File: src/rtl/mem_arbiter.sv
// mem_arbiter: shares the byte-serial memory controller between the instruction
// cache (IC) and the load/store buffer (LSB). One transaction is in flight at a
// time. The granted request is latched onto mc_*, and the completion pulse and
// data are returned to whichever requester owns the transaction.
//
// Optional feature: define ARB_FAIRNESS_EN to build the starvation guard. After
// STARVE_LIMIT consecutive LSB grants with the IC waiting, the next grant goes
// to the IC. Without the macro the LSB always has priority.
//
// state    | meaning
// ---------+---------------------------------------------------------------
// IDLE     | no transaction in flight; arbitrate eligible requests
// BUSY_IC  | instruction fetch in flight, owner still wants the data
// BUSY_LSB | load/store in flight; jump_flag has no effect
// DRAIN    | fetch made stale by jump_flag; wait for mc_done, drop the data

module mem_arbiter #(
  parameter int unsigned STARVE_LIMIT = 4,
  parameter logic [31:0] IO_ADDR_BASE = 32'h30000
) (
  input  logic        clk,
  input  logic        rst,
  input  logic        rdy,
  input  logic        io_buffer_full,
  input  logic        jump_flag,
  input  logic        ic_req,
  input  logic [31:0] ic_addr,
  output logic        ic_done,
  output logic [31:0] ic_data,
  input  logic        lsb_req,
  input  logic [31:0] lsb_addr,
  input  logic [31:0] lsb_wdata,
  input  logic [2:0]  lsb_size,
  input  logic        lsb_wr,
  output logic        lsb_done,
  output logic [31:0] lsb_data,
  output logic        mc_valid,
  output logic        mc_is_lsb,
  output logic [31:0] mc_addr,
  output logic [31:0] mc_wdata,
  output logic [2:0]  mc_size,
  output logic        mc_wr,
  input  logic        mc_done,
  input  logic [31:0] mc_rdata
);

  typedef enum logic [1:0] {
    IDLE     = 2'd0,
    BUSY_IC  = 2'd1,
    BUSY_LSB = 2'd2,
    DRAIN    = 2'd3
  } state_t;

  state_t      state, state_n;

  logic        mc_valid_n;
  logic        mc_is_lsb_n;
  logic [31:0] mc_addr_n;
  logic [31:0] mc_wdata_n;
  logic [2:0]  mc_size_n;
  logic        mc_wr_n;
  logic        ic_done_n;
  logic [31:0] ic_data_n;
  logic        lsb_done_n;
  logic [31:0] lsb_data_n;

  logic        lsb_elig;
  logic        ic_elig;
  logic        ic_forced;
  logic        grant_lsb;
  logic        grant_ic;

  // An IO-space store cannot start while the UART buffer is full; a fetch
  // requested in the same cycle as a redirect is already stale.
  assign lsb_elig = lsb_req &&
                    !(lsb_wr && (lsb_addr >= IO_ADDR_BASE) && io_buffer_full);
  assign ic_elig  = ic_req && !jump_flag;

`ifdef ARB_FAIRNESS_EN
  localparam logic [2:0] STARVE_MAX = 3'(STARVE_LIMIT);

  logic [2:0] starve_cnt, starve_cnt_n;

  assign ic_forced = (starve_cnt == STARVE_MAX) && ic_elig;
`else
  assign ic_forced = 1'b0;
`endif

  assign grant_lsb = lsb_elig && !ic_forced;
  assign grant_ic  = ic_elig && !grant_lsb;

  // State register.
  always_ff @(posedge clk) begin
    if (rst) state <= IDLE;
    else     state <= state_n;
  end

  // Next-state and next-output decode; rdy low parks the arbiter in IDLE.
  always_comb begin
    state_n     = state;
    mc_valid_n  = mc_valid;
    mc_is_lsb_n = mc_is_lsb;
    mc_addr_n   = mc_addr;
    mc_wdata_n  = mc_wdata;
    mc_size_n   = mc_size;
    mc_wr_n     = mc_wr;
    ic_done_n   = 1'b0;
    ic_data_n   = ic_data;
    lsb_done_n  = 1'b0;
    lsb_data_n  = lsb_data;

    if (!rdy) begin
      state_n    = IDLE;
      mc_valid_n = 1'b0;
    end else begin
      case (state)
        IDLE: begin
          mc_valid_n = 1'b0;
          if (grant_lsb) begin
            mc_valid_n  = 1'b1;
            mc_is_lsb_n = 1'b1;
            mc_addr_n   = lsb_addr;
            mc_wdata_n  = lsb_wdata;
            mc_size_n   = lsb_size;
            mc_wr_n     = lsb_wr;
            state_n     = BUSY_LSB;
          end else if (grant_ic) begin
            mc_valid_n  = 1'b1;
            mc_is_lsb_n = 1'b0;
            mc_addr_n   = ic_addr;
            mc_wdata_n  = 32'd0;
            mc_size_n   = 3'd4;
            mc_wr_n     = 1'b0;
            state_n     = BUSY_IC;
          end
        end
        BUSY_LSB: begin
          if (mc_done) begin
            lsb_done_n = 1'b1;
            lsb_data_n = mc_rdata;
            mc_valid_n = 1'b0;
            state_n    = IDLE;
          end
        end
        BUSY_IC: begin
          if (mc_done) begin
            // A redirect arriving with the data makes it stale: drop it.
            ic_done_n  = !jump_flag;
            ic_data_n  = jump_flag ? ic_data : mc_rdata;
            mc_valid_n = 1'b0;
            state_n    = IDLE;
          end else if (jump_flag) begin
            state_n = DRAIN;
          end
        end
        DRAIN: begin
          // The controller cannot abort mid-transfer, so keep mc_valid up.
          if (mc_done) begin
            mc_valid_n = 1'b0;
            state_n    = IDLE;
          end
        end
        default: begin
          mc_valid_n = 1'b0;
          state_n    = IDLE;
        end
      endcase
    end
  end

  // Output registers.
  always_ff @(posedge clk) begin
    if (rst) begin
      mc_valid  <= 1'b0;
      mc_is_lsb <= 1'b0;
      mc_addr   <= 32'd0;
      mc_wdata  <= 32'd0;
      mc_size   <= 3'd0;
      mc_wr     <= 1'b0;
      ic_done   <= 1'b0;
      ic_data   <= 32'd0;
      lsb_done  <= 1'b0;
      lsb_data  <= 32'd0;
    end else begin
      mc_valid  <= mc_valid_n;
      mc_is_lsb <= mc_is_lsb_n;
      mc_addr   <= mc_addr_n;
      mc_wdata  <= mc_wdata_n;
      mc_size   <= mc_size_n;
      mc_wr     <= mc_wr_n;
      ic_done   <= ic_done_n;
      ic_data   <= ic_data_n;
      lsb_done  <= lsb_done_n;
      lsb_data  <= lsb_data_n;
    end
  end

`ifdef ARB_FAIRNESS_EN
  // Starvation counter: counts LSB wins while the IC waits, saturating.
  always_comb begin
    starve_cnt_n = starve_cnt;
    if (rdy && (state == IDLE)) begin
      if (grant_ic || !ic_req)
        starve_cnt_n = 3'd0;
      else if (grant_lsb && (starve_cnt < STARVE_MAX))
        starve_cnt_n = starve_cnt + 3'd1;
    end
  end

  // Starvation counter register.
  always_ff @(posedge clk) begin
    if (rst) starve_cnt <= 3'd0;
    else     starve_cnt <= starve_cnt_n;
  end
`endif

endmodule

File: config.mk
export PLATFORM = sky130hd
export DESIGN_NAME = mem_arbiter
export DESIGN_NICKNAME = d
export VERILOG_FILES = /design/src/rtl/mem_arbiter.sv
export SDC_FILE = /design/constraint.sdc
export NUM_CORES = 1
export LEC_CHECK = 0
export CAP_MARGIN = 20
export CORE_AREA = 2 2 133 135
export DETAILED_ROUTE_END_ITERATION = 16
export DIE_AREA = 0 0 135 137
export PLACE_DENSITY = 0.69
export SLEW_MARGIN = 20
export SYNTH_ARGS = -nofsm -noshare
export SYNTH_HDL_FRONTEND = slang
export SYNTH_SLANG_ARGS = --single-unit
File: constraint.sdc
create_clock -name clk -period 3.6 [get_ports clk]
set_clock_uncertainty 0.15 [all_clocks]
set_input_delay 0.54 -clock clk [delete_from_list [all_inputs] [get_ports clk]]
set_output_delay 0.54 -clock clk [all_outputs]
set_load 0.02 [all_outputs]
; After elaboration in Yosys (flattened, before gate mapping)
; Cells that the tools add are included.
; W data, S select, Z words.
[totals]
ff_bits = 138
elab_cells = 63
[op_classes]
n_eq_ne = 7
magnitude_cmp = 1
reduce_logical = 19
bitwise_logic = 5
muxes = 20
[ops]
columns = cell, count
row1 = $mux W32, 4
row2 = $ge A32 B18 Y1 const B, 1
row3 = $mux W2, 5
row4 = $reduce_and A3 Y1, 3
row5 = $mux W1, 7
row6 = $mux W3, 2
row7 = $ne A3 B3 Y1 const B, 2
row8 = $pmux W2 S3, 1
row9 = $reduce_or A3 Y1, 2
row10 = $logic_and A1 B1 Y1, 5
row11 = $not A1 Y1, 5
row12 = $eq A2 B2 Y1 const B, 2
row13 = $ne A2 B1 Y1 const B, 2
row14 = $reduce_and A4 Y1, 1
row15 = $reduce_or A2 Y1, 2
row16 = $reduce_or A4 Y1, 1
row17 = $logic_not A1 Y1, 3
row18 = $eq A2 B1 Y1 const B, 1
row19 = $logic_not A2 Y1, 1
row20 = $pmux W1 S2, 1
row21 = $reduce_bool A2 Y1, 1

; Logic depth before layout (Yosys ltp)
; Gate-level depths: netlist (run 1).
[depth]
depth_word = 10
mapped_depth = 7
depth_no_buf = 4

; Worst setup path before layout (run 1)
; No wires, ideal clock.
[synth_timing]
kind = input to register
start = in lsb_addr[20]
end = reg mc_wdata[10]
arrival_time_ps = 2246
cell_stages = 7
slack_ps = 1076
path_buffers = 3
cell_sequence = or4_1 -> o41a_1 -> buf_2 -> buf_2 -> buf_2 -> a32oi_1 -> o21ai_1
[synth_via]
elab_chain_len = 9
[synth_rtl]
columns = item, line_no
row1 = from (decl), 31  ; input logic [31:0] lsb_addr,
row2 = $ge A32 B18 Y1 *, 76  ; !(lsb_wr && (lsb_addr >= IO_ADDR_BASE) && io_buffer_full);
row3 = $logic_and A1 B1 Y1 * (2 in series), 76
row4 = $logic_not A1 Y1 *, 76
row5 = $logic_and A1 B1 Y1 *, 75  ; assign lsb_elig = lsb_req &&
row6 = $logic_not A1 Y1, 90  ; assign grant_ic = ic_elig && !grant_lsb;
row7 = $logic_and A1 B1 Y1, 90
row8 = $reduce_bool A2 Y1 (no source line), --
row9 = $reduce_and A3 Y1 (no source line), --
row10 = to (signal assigned), 188  ; mc_wdata <= mc_wdata_n;
row11 = to (decl), 40  ; output logic [31:0] mc_wdata,
; Every way passes the cells marked *; elsewhere a longest branch is shown, timed or not.
; A chain may end at the register's enable or synchronous reset.

; Worst setup path after layout (run 1)
[layout_timing]
start = in lsb_addr[21]
end = reg mc_addr[5]
[layout_via]
elab_chain_len = 9
[layout_rtl]
columns = item, line_no
row1 = $ge A32 B18 Y1 *, 76
row2 = $logic_and A1 B1 Y1 * (2 in series), 76
row3 = $logic_not A1 Y1 *, 76
row4 = $logic_and A1 B1 Y1 *, 75
row5 = $logic_not A1 Y1, 90
row6 = $logic_and A1 B1 Y1, 90
row7 = $reduce_bool A2 Y1 (no source line), --
row8 = $reduce_and A3 Y1 (no source line), --
row9 = to (signal assigned), 187  ; mc_addr <= mc_addr_n;
row10 = to (decl), 39  ; output logic [31:0] mc_addr,
; Marked as above.

==> flow_summary_export.csv, run 1 <==
group,metric,value,unit
critical_path,cp_max_fo,23,
detailed_routing,vias,6199,
critical_path,crit_type,"in2reg",
sta,fmax,0.348,GHz
layout,seqCellArea,0.00276,mm2
clock_network,cts.sinks,138,
sta,post-route-period-util,79.7,%
layout,nFillCells,1586,
placement,place_ws,256,ps
logic_synthesis,synth_top_cells_by_area,"dfxtp_1 47%, nand2_1 11%, a21oi_1 6.0%",
logic_synthesis,synth-seq-cells,138,
critical_path,cp-end-kind,"register",
layout,multi_input_area,0.00278,mm2
detailed_routing,antenna_left,0,
logic_synthesis,syn_avg_cell_area,8.23,um2
detailed_routing,drc,0,
job,maxCapViolCount,0,
layout,fin_nets,1094,
logic_synthesis,ys_top_cells_by_count,"169 x nand2_1, 138 x dfxtp_1, 70 x a21oi_1, 62 x clkbuf_1, 36 x o21ai_1",
critical_path,required,3750,ps
sta,max_slew.worst_pin.slew,996,ps
layout,n_antenna_cell,0,
sta,setup_viol,0,
clock_network,cts_tree,"built",
critical_path,worst_setup_path_start_kind,"primary input",
logic_synthesis,yosysSeqAreaShare,47.1,%
global_route,use_met1,27.3,%
clock_network,worst_skew_pair.late_latency,420,ps
clock_network,h-tree-depth,4,
logic_synthesis,synth_edf_count,0,
global_route,grtUsageMet2,33.8,%
logic_synthesis,postSynthCellCount,713,
sta,rsz0062_at_grt,"false",
detailed_routing,wl_per_cell,16.9,um
clock_network,path_clk_slew,70,ps
power_and_ir_drop,power_density,436,mW/mm2
logic_synthesis,syn-num-nets,853,
logic_synthesis,async_reset_ff_share,0,%
global_route,grt_use_met3,5.37,%
global_route,grt_max_degree,101,
power_and_ir_drop,ir_worst_vdd,0.300,mV
logic_synthesis,synthesis.area,0.00587,mm2
placement,gp_congestion,0.777,
floorplanning,initial_core_util,34.4,%
global_route,track_usage,21.1,%
sta,hold_viol,0,
clock_network,hold_buffers,0,
floorplanning,placementRows,48,
sta,fin_tns_setup,0,ps
logic_synthesis,synth.most_common_cell,"nand2_1",
sta,timing.final.ws_setup,730,ps
floorplanning,pin_count,276,
global_route,grt_pass1_wl,31000,um
worst_hold_path,hold_class,"reg2reg",
logic_synthesis,synth_top_cell_area_share,47.1,%
sta,fin_crit,2870,ps
clock_network,cts_inserted_buffers,17,
floorplanning,die_area,0.0185,mm2
clock_network,post_cts_buffers,0,
clock_network,clk_path_buf_depth,2,
critical_path,cp.arrival,3020,ps
detailed_routing,wl,20100,um
layout,syn2layout_area_growth,60.3,%
logic_synthesis,synth_cell_types,39,
outcome,outcome,"completed",
global_route,grt_busiest_layer,"met2",
clock_network,cts_resized,0,
global_route,antenna_found_initial,0,
global_route,grt_pass1_vias,5738,
global_route,grt_overflow_total,0,
logic_synthesis,ys.flop_type,"dfxtp_1",
floorplanning,core_area,0.0171,mm2
layout,finalCoreUtilization,55.2,%
power_and_ir_drop,total_leakage_power,0.00326,uW
detailed_routing,drt_pass1_iterations,5,
logic_synthesis,synth_top_area_cell,"dfxtp_1",
layout,layout-drive-gt1-share,7.34,%
logic_synthesis,ys.warnings.count,0,
floorplanning,die_w,135,um
floorplanning,die_h,137,um
detailed_routing,drt_iter0_markers,388,
sta,slew_headroom,33.6,%
placement,dp.final_hpwl,13000,um
placement,port_buffers,275,
sta,slew_viol_final,0,
clock_network,cts-root-buf,"clkbuf_16",
detailed_routing,drt-vias-per-instance,5.20,
[registers in the layout, summed over array words and instances (netlist names)]
register,cells
mc_addr,32
mc_is_lsb,1
ic_data,32
lsb_data,32
ic_done,1
mc_size,3
state,2
mc_valid,1
lsb_done,1
mc_wr,1
mc_wdata,32
[final cells by class]
class | count | share of cell area (%)
clock buffers | 17 | 4.52
clock inverters | 15 | 2.11
repair buffers | 293 | 30.8
inverters | 18 | 0.731
flip-flops and latches | 138 | 29.4
multi-input cells | 486 | 29.5
well taps | 225 | 2.99
[layout by cell type (no fill, tap or decap), types with 4 or more instances in the layout]
master           Yosys  routed
a2111oi_1            4       4
a2111oi_2           10      10
a211oi_1            34      34
a21oi_1             70      70
a32oi_1             35      35
and3_1              35      35
buf_4                1      17
clkbuf_16            0      17
clkdlybuf4s50_1      0     274
dfxtp_1            138     138
inv_1               18      17
inv_6                0       6
nand2_1            169     169
nor2_1               5       5
nor3_1              34      34
o21ai_1             36      35
o221ai_1            15      15
o22ai_1             15      15
[worst max-delay path: stages]
cell             delay (ps)
clkdlybuf4s50_1         430
or4_1                   580
o41ai_4                 340
buf_4                   320
o21ai_2                 310
a2111oi_1               480
[final timing paths]
path / startpoint / endpoint / slack [ps] / cells after the start
max: lsb_addr[21] / mc_addr[5]$_SDFFE_PP0P_ / 730 / 6
min reg2reg: ic_data[19]$_SDFFE_PP0P_ / ic_data[19]$_SDFFE_PP0P_ / 300 / 2
max reg2reg: state[0]$_SDFFE_PP0P_ / mc_addr[5]$_SDFFE_PP0P_ / 1370 / 6
min: ic_data[19]$_SDFFE_PP0P_ / ic_data[19]$_SDFFE_PP0P_ / 300 / 2
[layer usage]
layer | wire length, um | vias up
li1 | - | 3079
met3 | 1430 | 25
met5 | 0 | -
met4 | 352 | 0
met1 | 8670 | 2882
met2 | 9640 | 213
[report_power, final]
part / leakage, uW / internal [uW] / switching [uW] / total, uW
logic: 0.00183 / 313 / 303 / 616
registers: 0.00112 / 1590 / 38.2 / 1620
clock network: 0.000309 / 1120 / 745 / 1860
total: 0.00326 / 3020 / 1090 / 4100
[cells by family after synthesis]
logic type / Yosys count / synth area share, %
AND/OR/NAND/NOR: 257 / 19.6
AO/OA/AOI/OAI: 229 / 27.5
flip-flops: 138 / 47.1
buffers and inverters: 89 / 5.90
[through the flow]
step	cell area, um2	hold WS, ps	total power, uW	cells
global route	9410	319	4280	1192
finish	9410	302	4100	1192
global placement	8790	290	2270	1160
floorplan	5870	384	1930	713
CTS	9410	305	4160	1192
detailed placement	8790	296	2270	1160
No activity file was read; power rests on OpenSTA's default activity.
==> run 2, diff against run 1 <==
PLACE_DENSITY = 0.72   (was 0.69)
clock period = 2.62 ns   (was 3.6 ns; I/O delays follow)
==> flow_summary_export.csv, run 2 (synthesized netlist as in run 1, its figures left out) <==
group,metric,value,unit
floorplanning,pin_count,276,
layout,fin_nets,1108,
sta,hold_viol,0,
sta,slew_viol_final,0,
sta,fmax,0.403,GHz
critical_path,crit_type,"in2reg",
detailed_routing,drt_pass1_iterations,5,
clock_network,h-tree-depth,4,
global_route,track_usage,21.0,%
detailed_routing,wl,20100,um
clock_network,post_cts_buffers,0,
critical_path,cp.arrival,2640,ps
floorplanning,die_w,135,um
critical_path,cp_max_fo,10,
power_and_ir_drop,total_leakage_power,0.00336,uW
job,maxCapViolCount,0,
clock_network,hold_buffers,0,
floorplanning,die_h,137,um
global_route,antenna_found_initial,0,
detailed_routing,wl_per_cell,16.7,um
layout,nFillCells,1544,
sta,post-route-period-util,94.8,%
detailed_routing,drt_iter0_markers,371,
placement,gp_congestion,0.778,
floorplanning,placementRows,48,
critical_path,cp-end-kind,"register",
placement,dp.final_hpwl,13600,um
layout,n_antenna_cell,0,
layout,layout_common_cells,"274 x clkdlybuf4s50_1, 169 x nand2_1, 138 x dfxtp_1",
clock_network,worst_skew_pair.late_latency,420,ps
power_and_ir_drop,ir_worst_vdd,0.420,mV
critical_path,cpPeakStageDelay,590,ps
critical_path,required,2770,ps
critical_path,crit_path_top_delay_cell,"or4_1",
sta,slew_headroom,36.1,%
detailed_routing,antenna_left,0,
floorplanning,die_area,0.0185,mm2
clock_network,path_clk_slew,70,ps
placement,port_buffers,275,
clock_network,clk_path_buf_depth,2,
sta,setup_viol,0,
sta,rsz0062_at_grt,"false",
sta,fin_crit,2480,ps
critical_path,crit_chain,"clkdlybuf4s50_1 -> or4_1 -> o41ai_4 -> buf_4 -> a211oi_1 -> a2111oi_0",
detailed_routing,drt-vias-per-instance,5.24,
layout,layout_commonest_cell,"clkdlybuf4s50_1",
clock_network,cts_resized,0,
worst_hold_path,hold_class,"reg2reg",
outcome,outcome,"completed",
detailed_routing,vias,6321,
global_route,grt_pass1_vias,5886,
global_route,grt_pass1_wl,31100,um
clock_network,cts_tree,"built",
clock_network,cts_inserted_buffers,17,
layout,fin_cells,1206,
clock_network,cts-root-buf,"clkbuf_16",
floorplanning,initial_core_util,34.4,%
layout,syn2layout_area_growth,63.6,%
power_and_ir_drop,p_total,5460,uW
placement,post-place-cells,1174,
floorplanning,core_area,0.0171,mm2
power_and_ir_drop,power_density,569,mW/mm2
clock_network,cts.sinks,138,
layout,layout-drive-gt1-share,8.66,%
global_route,grt_max_degree,85,
sta,fin_hold_ws,303,ps
sta,max_slew.worst_pin.slew,959,ps
detailed_routing,drc,0,
global_route,grt_overflow_total,0,
critical_path,worst_setup_path_start_kind,"primary input",
run 2: cell types whose count changed in the layout (fill, tap and decap cells not counted), sizes merged:
cell / delta
bufinv: -3
clkinvlp: +1
buf: +14
inv: +2
run 2: final timing paths:
check | cells after the start | slack [ps] | start | endpoint
setup / recovery | 6 | 140 | lsb_addr[21] | mc_addr[0]$_SDFFE_PP0P_
hold / removal | 2 | 300 | lsb_data[1]$_SDFFE_PP0P_ | lsb_data[1]$_SDFFE_PP0P_
setup reg to reg | 6 | 770 | state[1]$_SDFFE_PP0P_ | mc_addr[3]$_SDFFE_PP0P_
hold reg to reg | 2 | 300 | lsb_data[1]$_SDFFE_PP0P_ | lsb_data[1]$_SDFFE_PP0P_
run 2: report_power, final:
group | leakage [uW] | internal [uW] | switching [uW]
combinational | 0.00195 | 462 | 424
clock | 0.000282 | 1270 | 1070
sequential | 0.00112 | 2180 | 52.9
total | 0.00336 | 3910 | 1550
run 2: critical path, delay by kind of cell:
family	cells	cell delay, ps
simple gates	1	590
compound gates	3	950
buf+inv	2	690
run 2: per-stage QoR:
stage | setup WS, ps | utilization, % | TNS [ps] | cell area [um2]
final | 137 | 56.3 | 0 | 9600
after global placement | -218 | 52.9 | -9370 | 9030
after CTS | 133 | 56.3 | 0 | 9600
after global routing | 23.8 | 56.3 | 0 | 9600
after detailed placement | -300 | 52.9 | -11760 | 9030
after floorplan | 243 | - | 0 | 5870
run 2: final cells by class:
class                   instances  area (um2)  share of cell area, %
flip-flops and latches        138        2760                   28.8
clock buffers                  17         425                   4.43
inverters                      18        68.8                  0.717
multi-input cells             486        2780                   28.9
repair buffers                307        3140                   32.7
well taps                     225         282                   2.93
clock inverters                15         148                   1.54
run 2: routing by layer:
| layer | routed length, um | GRT usage, % | vias up |
|---|---|---|---|
| li1 | - | - | 3112 |
| met4 | 557 | 8.85 | 0 |
| met2 | 9550 | 34.2 | 241 |
| met1 | 8420 | 26.2 | 2933 |
| met3 | 1620 | 5.81 | 35 |
| met5 | 0 | 0 | - |
==> run 3, diff against run 2 <==
HOLD_SLACK_MARGIN = 0.05   (was not set)
==> results of run 3 <==
No change in the layout: final DEF, timing and power equal those of run 2.
